===== src/rtl/block2x2_mac.sv =====
// ============================================================================
// Module   : block2x2_mac
// Purpose  : Sequential 2x2 block multiply-accumulate. Accumulates C += A*B
//            over successive blocks using one shared multiplier (8 MACs per
//            block) and presents the 2x2 result after the last block.
// Revision : 1.0 - initial release
// ============================================================================
`default_nettype none

module block2x2_mac #(
  parameter int DATA_WIDTH = 32
) (
  input  logic                  clk,
  input  logic                  reset,
  input  logic                  in_valid,
  output logic                  in_ready,
  input  logic                  in_first,
  input  logic                  in_last,
  input  logic [DATA_WIDTH-1:0] a_ul,
  input  logic [DATA_WIDTH-1:0] a_ur,
  input  logic [DATA_WIDTH-1:0] a_dl,
  input  logic [DATA_WIDTH-1:0] a_dr,
  input  logic [DATA_WIDTH-1:0] b_ul,
  input  logic [DATA_WIDTH-1:0] b_ur,
  input  logic [DATA_WIDTH-1:0] b_dl,
  input  logic [DATA_WIDTH-1:0] b_dr,
  output logic                  out_valid,
  input  logic                  out_ready,
  output logic [DATA_WIDTH-1:0] c_ul,
  output logic [DATA_WIDTH-1:0] c_ur,
  output logic [DATA_WIDTH-1:0] c_dl,
  output logic [DATA_WIDTH-1:0] c_dr,
  output logic                  busy
);

  typedef enum logic [1:0] {
    IDLE = 2'd0,
    CALC = 2'd1,
    OUT  = 2'd2
  } state_t;

  state_t                r_state;
  logic [2:0]            r_step;
  logic                  r_last;
  logic [DATA_WIDTH-1:0] r_a_ul, r_a_ur, r_a_dl, r_a_dr;
  logic [DATA_WIDTH-1:0] r_b_ul, r_b_ur, r_b_dl, r_b_dr;
  logic [DATA_WIDTH-1:0] r_acc_ul, r_acc_ur, r_acc_dl, r_acc_dr;

  logic [DATA_WIDTH-1:0] w_mul_a;
  logic [DATA_WIDTH-1:0] w_mul_b;
  logic [DATA_WIDTH-1:0] w_prod_lo;
  logic [DATA_WIDTH-1:0] w_acc_sel;
  logic [DATA_WIDTH-1:0] w_acc_sum;

  assign in_ready = (r_state == IDLE);
  assign busy     = (r_state != IDLE);

  // Route the operand pair and target accumulator for the current MAC step.
  always_comb begin
    w_mul_a   = '0;
    w_mul_b   = '0;
    w_acc_sel = '0;
    case (r_step)
      3'd0: begin w_mul_a = r_a_ul; w_mul_b = r_b_ul; end
      3'd1: begin w_mul_a = r_a_ur; w_mul_b = r_b_dl; end
      3'd2: begin w_mul_a = r_a_ul; w_mul_b = r_b_ur; end
      3'd3: begin w_mul_a = r_a_ur; w_mul_b = r_b_dr; end
      3'd4: begin w_mul_a = r_a_dl; w_mul_b = r_b_ul; end
      3'd5: begin w_mul_a = r_a_dr; w_mul_b = r_b_dl; end
      3'd6: begin w_mul_a = r_a_dl; w_mul_b = r_b_ur; end
      default: begin w_mul_a = r_a_dr; w_mul_b = r_b_dr; end
    endcase
    case (r_step[2:1])
      2'd0:    w_acc_sel = r_acc_ul;
      2'd1:    w_acc_sel = r_acc_ur;
      2'd2:    w_acc_sel = r_acc_dl;
      default: w_acc_sel = r_acc_dr;
    endcase
  end

  // Only the low DATA_WIDTH bits of the signed double-width product are
  // accumulated; those bits are identical for a signed or unsigned multiply
  // truncated to DATA_WIDTH, so the narrow product is computed directly.
  assign w_prod_lo = w_mul_a * w_mul_b;
  assign w_acc_sum = w_acc_sel + w_prod_lo;

  // Control FSM, operand latches, accumulators and result registers.
  always_ff @(posedge clk or negedge reset) begin
    if (!reset) begin
      r_state   <= IDLE;
      r_step    <= '0;
      r_last    <= 1'b0;
      r_a_ul    <= '0; r_a_ur <= '0; r_a_dl <= '0; r_a_dr <= '0;
      r_b_ul    <= '0; r_b_ur <= '0; r_b_dl <= '0; r_b_dr <= '0;
      r_acc_ul  <= '0; r_acc_ur <= '0; r_acc_dl <= '0; r_acc_dr <= '0;
      c_ul      <= '0; c_ur <= '0; c_dl <= '0; c_dr <= '0;
      out_valid <= 1'b0;
    end else begin
      case (r_state)
        IDLE: begin
          if (in_valid) begin
            r_a_ul <= a_ul; r_a_ur <= a_ur; r_a_dl <= a_dl; r_a_dr <= a_dr;
            r_b_ul <= b_ul; r_b_ur <= b_ur; r_b_dl <= b_dl; r_b_dr <= b_dr;
            r_last <= in_last;
            if (in_first) begin
              r_acc_ul <= '0; r_acc_ur <= '0; r_acc_dl <= '0; r_acc_dr <= '0;
            end
            r_step  <= '0;
            r_state <= CALC;
          end
        end
        CALC: begin
          case (r_step[2:1])
            2'd0:    r_acc_ul <= w_acc_sum;
            2'd1:    r_acc_ur <= w_acc_sum;
            2'd2:    r_acc_dl <= w_acc_sum;
            default: r_acc_dr <= w_acc_sum;
          endcase
          r_step <= r_step + 3'd1;
          if (r_step == 3'd7) begin
            if (r_last) begin
              // The final step updates acc_dr, so take its fresh sum.
              c_ul      <= r_acc_ul;
              c_ur      <= r_acc_ur;
              c_dl      <= r_acc_dl;
              c_dr      <= w_acc_sum;
              out_valid <= 1'b1;
              r_state   <= OUT;
            end else begin
              r_state <= IDLE;
            end
          end
        end
        OUT: begin
          if (out_ready) begin
            out_valid <= 1'b0;
            r_acc_ul  <= '0; r_acc_ur <= '0; r_acc_dl <= '0; r_acc_dr <= '0;
            r_state   <= IDLE;
          end
        end
        default: begin
          r_state   <= IDLE;
          out_valid <= 1'b0;
        end
      endcase
    end
  end

endmodule

`default_nettype wire


===== config.mk =====
export PLATFORM = sky130hd
export DESIGN_NAME = block2x2_mac
export DESIGN_NICKNAME = d
export VERILOG_FILES = /design/src/rtl/block2x2_mac.sv
export SDC_FILE = /design/constraint.sdc
export NUM_CORES = 2
export LEC_CHECK = 0
export ABC_AREA = 1
export CAP_MARGIN = 20
export CORE_ASPECT_RATIO = 0.6
export CORE_UTILIZATION = 40
export CTS_BUF_LIST = sky130_fd_sc_hd__clkbuf_4 sky130_fd_sc_hd__clkbuf_8
export CTS_CLUSTER_SIZE = 30
export DETAILED_ROUTE_END_ITERATION = 16
export GPL_TIMING_DRIVEN = 0
export HOLD_SLACK_MARGIN = 0.08
export MAX_ROUTING_LAYER = met4
export PLACE_DENSITY = 0.71
export RECOVER_POWER = 50
export SLEW_MARGIN = 5
export SYNTH_ARGS = -nofsm -noshare
export SYNTH_HDL_FRONTEND = slang
export SYNTH_SLANG_ARGS = --single-unit

===== constraint.sdc =====
create_clock -name clk -period 7.35 [get_ports clk]
set_input_delay 1.1025 -clock clk [delete_from_list [all_inputs] [get_ports clk]]
set_output_delay 1.1025 -clock clk [all_outputs]
set_load 0.05 [all_outputs]

==> results_dict.tcl <==
set metrics [dict create \
    tritoncts "built" \
    path_buf_inv 10 \
    cp_common_cell "fa_1" \
    maxCapViolations 4 \
    worstPathArrival_ns 8.95 \
    path_depth 31 \
    synthCells 4737 \
    ys_warn_count 0 \
    synthXorXnorAreaFrac_pct 0.998 \
    maxSlewHeadroom_pct -83.3 \
    grt_pass1_wl_mm 221 \
    min_period_ns 8.34 \
    synth_top_area_share_pct 33.6 \
    worstMarginPinSlew_ns 2.75 \
    setup_viol 103 \
    initial_utilization_pct 40.7 \
    dp_hpwl_mm 120 \
    fp.dieArea_um2 97800 \
    cp-end-kind "register" \
    violations "capacitance limit, slew limit, setup timing" \
    drtIter0Drc 4242 \
    drv_slew 368 \
    r2r_end "r_acc_dr[28]" \
    rsz0062_at_grt "true" \
    skew_ns 0.0792 \
    async_reset_ff_share_pct 100 \
    fin_util_pct 52.2 \
    wl_mm 150 \
    final_hold_viol_count 0 \
    crit_family "adder cells" \
    antenna_found_initial 8 \
    critical_path.startpoint "r_step[0]" \
    synthToLayoutAreaGrowth_pct 28.1 \
    seq_area_frac_synth_pct 33.6 \
    r2r_setup_slack_ns -0.99 \
    row_count 87 \
    cts_buffers 80 \
    path_clk_slew_ns 0.06 \
    grt_pass1_vias 34500 \
    viasPerCell 5.26 \
    startpoint_type "register" \
    grt_use_total_pct 31.5 \
    max_freq_mhz 120 \
    yosysTopAreaCell "dfrtp_1" \
    synth.area.top_cells "dfrtp_1 34%, fa_1 23%, nand2_1 16%" \
    netlist_area_um2 38600 \
    vias 35300 \
    synth.area.mux_share_pct 0 \
    grt.overflow.total 0 \
    hp-class "reg -> reg" \
    wire_per_inst_um 22.4 \
    fp.dieW_um 403 \
    required_ns 7.96 \
    fill_cells 8794 \
    synth_compound_area_share_pct 6.21 \
    cp-endpoint "r_acc_dr[28]" \
    syn_nets 5566 \
    yosysUniqueCellTypes 44 \
    crit_type "reg -> reg" \
    rr_worst_depth 31 \
    synthAdderAreaFrac_pct 26.9 \
    ys_dominant_reg_cell "dfrtp_1" \
    clock_path_buffers 3 \
    grt_max_degree 116 \
    critical_path.max_stage_delay_ns 0.57 \
    fin_ws_ns -0.991 \
    cts.sinks 519 \
    gp_congestion 1.05 \
    synth-simple-area-share_pct 22.8 \
    critical_path.max_fanout 10 \
    nets 6185 \
    slowest_stage "fa_1" \
    ys_seq_elements 519 \
    final.period_utilization_pct 113 \
    drc 0 \
    h-tree-depth 3 \
    outcome "complete, but fails checks" \
    ant_nets 0 \
    core_area_um2 94800 \
    timing.rr.start "r_step[0]" \
    synth_top_family_by_area "adder cells" \
    drive_gt1_share_pct 12.9 \
    drt-pass1-iter-count 6 \
    synth-edff-count 0 \
    port_buffers 392 \
    insertion_delay_ns 0.78 \
    design.portCount 393 \
    clock-root-buffer "clkbuf_8" \
    synth_area_per_cell_um2 8.15 \
    die_h_um 243 \
]
==> flip-flops by register name, indices dropped and copies added (netlist names), 32 cells and up <==
name and count:
r_acc_ul 32, c_dl 32, r_acc_ur 32, r_a_ul 32, r_a_dr 32, r_b_ul 32
r_acc_dr 32, r_a_dl 32, r_acc_dl 32, c_dr 32, r_a_ur 32, r_b_ur 32
c_ur 32, c_ul 32, r_b_dl 32, r_b_dr 32
==> cell usage in the layout, fill, tap and decap left out, types with 37 or more instances in the layout <==
cell,Yosys,routed
nand3_1,113,95
nand2_2,21,38
clkdlybuf4s50_1,0,391
clkbuf_4,0,47
fa_1,438,430
o21ai_0,321,264
nand2_1,1694,1660
clkbuf_1,171,116
buf_4,8,111
inv_2,28,37
clkbuf_8,0,109
inv_1,697,658
ha_1,129,109
dfrtp_1,519,517
nor2_1,322,303
o21ai_1,18,45
==> synth_stat cells, types with 2 or more instances <==
library cell  instances
fa_1                438
xor2_1               21
o21ai_0             321
nand4_1              12
buf_2                16
o21ai_2               8
dfrtp_1             519
o221ai_1             30
nor2_1              322
nand3_1             113
or2_1                 7
nand3b_1              6
clkinv_1              4
buf_4                 8
a21boi_0              2
clkbuf_2              2
clkbuf_1            171
a221oi_1              4
a21oi_1              44
nand3_2               7
xnor2_1              23
buf_1                 7
nand2_4               2
o21bai_1              3
nand2_2              21
inv_2                28
inv_1               697
nand2_1            1694
o21ai_1              18
a31oi_1               4
or2_0                13
nor3_1                7
nor2_4                6
buf_6                 9
or2_2                10
ha_1                129
nor2_2                4
==> stage by stage <==
stage | area [µm²] | cells | setup WS [ns] | setup TNS, ns | hold WS (ns)
2_1_floorplan | 39000 | 4737 | -0.186 | -1.10 | 0.434
3_3_place_gp | 44500 | 6419 | -20.05 | -9581.05 | 0.449
3_5_place_dp | 44700 | 6429 | -2.99 | -268.91 | 0.453
4_1_cts | 48300 | 6648 | -0.973 | -46.07 | 0.148
5_1_grt | 49500 | 6717 | -1.16 | -119.71 | 0.486
6_report | 49500 | 6717 | -0.991 | -60.37 | 0.465
==> cell families after synthesis <==
kind of cell | count (synthesis)
AOI/OAI and AO/OA | 440
adders and majority gates | 567
buffers and inverters | 942
xor gates and xnor gates | 44
and+or+nand+nor | 2225
DFF | 519
==> metal layers <==
layer	share of wire (%)	vias up	routed length (µm)	track usage [%]
li1	-	15500	-	-
met1	44	17600	66200	46.8
met2	40	2031	60400	41.1
met3	14	165	21100	10.8
met4	1.7	0	2480	5.88
met5	0	-	0	-
==> worst register-to-register path, delay by kind of cell (launching register included) <==
kind,cells,cell delay (ns)
adder cells (fa/ha/maj),9,4.29
buffers and inverters,10,1.46
AO/OA/AOI/OAI,5,1.16
AND/OR/NAND/NOR,6,0.69
flip-flops,1,0.48
XOR/XNOR,1,0.15
==> how the worst min path moves through the flow <==
| stage | from | to | cells after the start |
|---|---|---|---|
| finish | r_acc_dr[0] | r_acc_dr[0] | 2 |
| global route | r_b_ul[9] | r_b_ul[9] | 2 |
| CTS | reset | r_acc_ul[18] | 1 |
| detailed placement | r_acc_dr[2] | r_acc_dr[2] | 2 |
| global placement | r_a_dl[30] | r_a_dl[30] | 2 |
| floorplan | r_a_dr[14] | r_a_dr[14] | 2 |
==> repair_timing <==
action                     in CTS  in global routing
hold buffers                    0                  0
resized for setup             326                189
setup endpoints to repair     125                104
cloned                          1                  1
pin swaps                      38                 68
setup buffers                  76                 62
==> area by class of cell <==
| cell class | instances | area, µm² | area share, % |
|---|---|---|---|
| inverters | 729 | 2860 | 5.79 |
| clock buffers | 126 | 1570 | 3.18 |
| flip-flops and latches | 519 | 13000 | 26.3 |
| multi-input cells | 3277 | 23300 | 47.2 |
| well taps | 1290 | 1610 | 3.26 |
| repair buffers | 540 | 5320 | 10.8 |
| diodes | 7 | 17.5 | 0.0354 |
| clock inverters | 20 | 262 | 0.529 |
| plain buffers | 209 | 1500 | 3.04 |
Power is left out: the tool's default activity adds up to more than one toggle a clock period on the data nets, which glitch-free logic cannot reach.
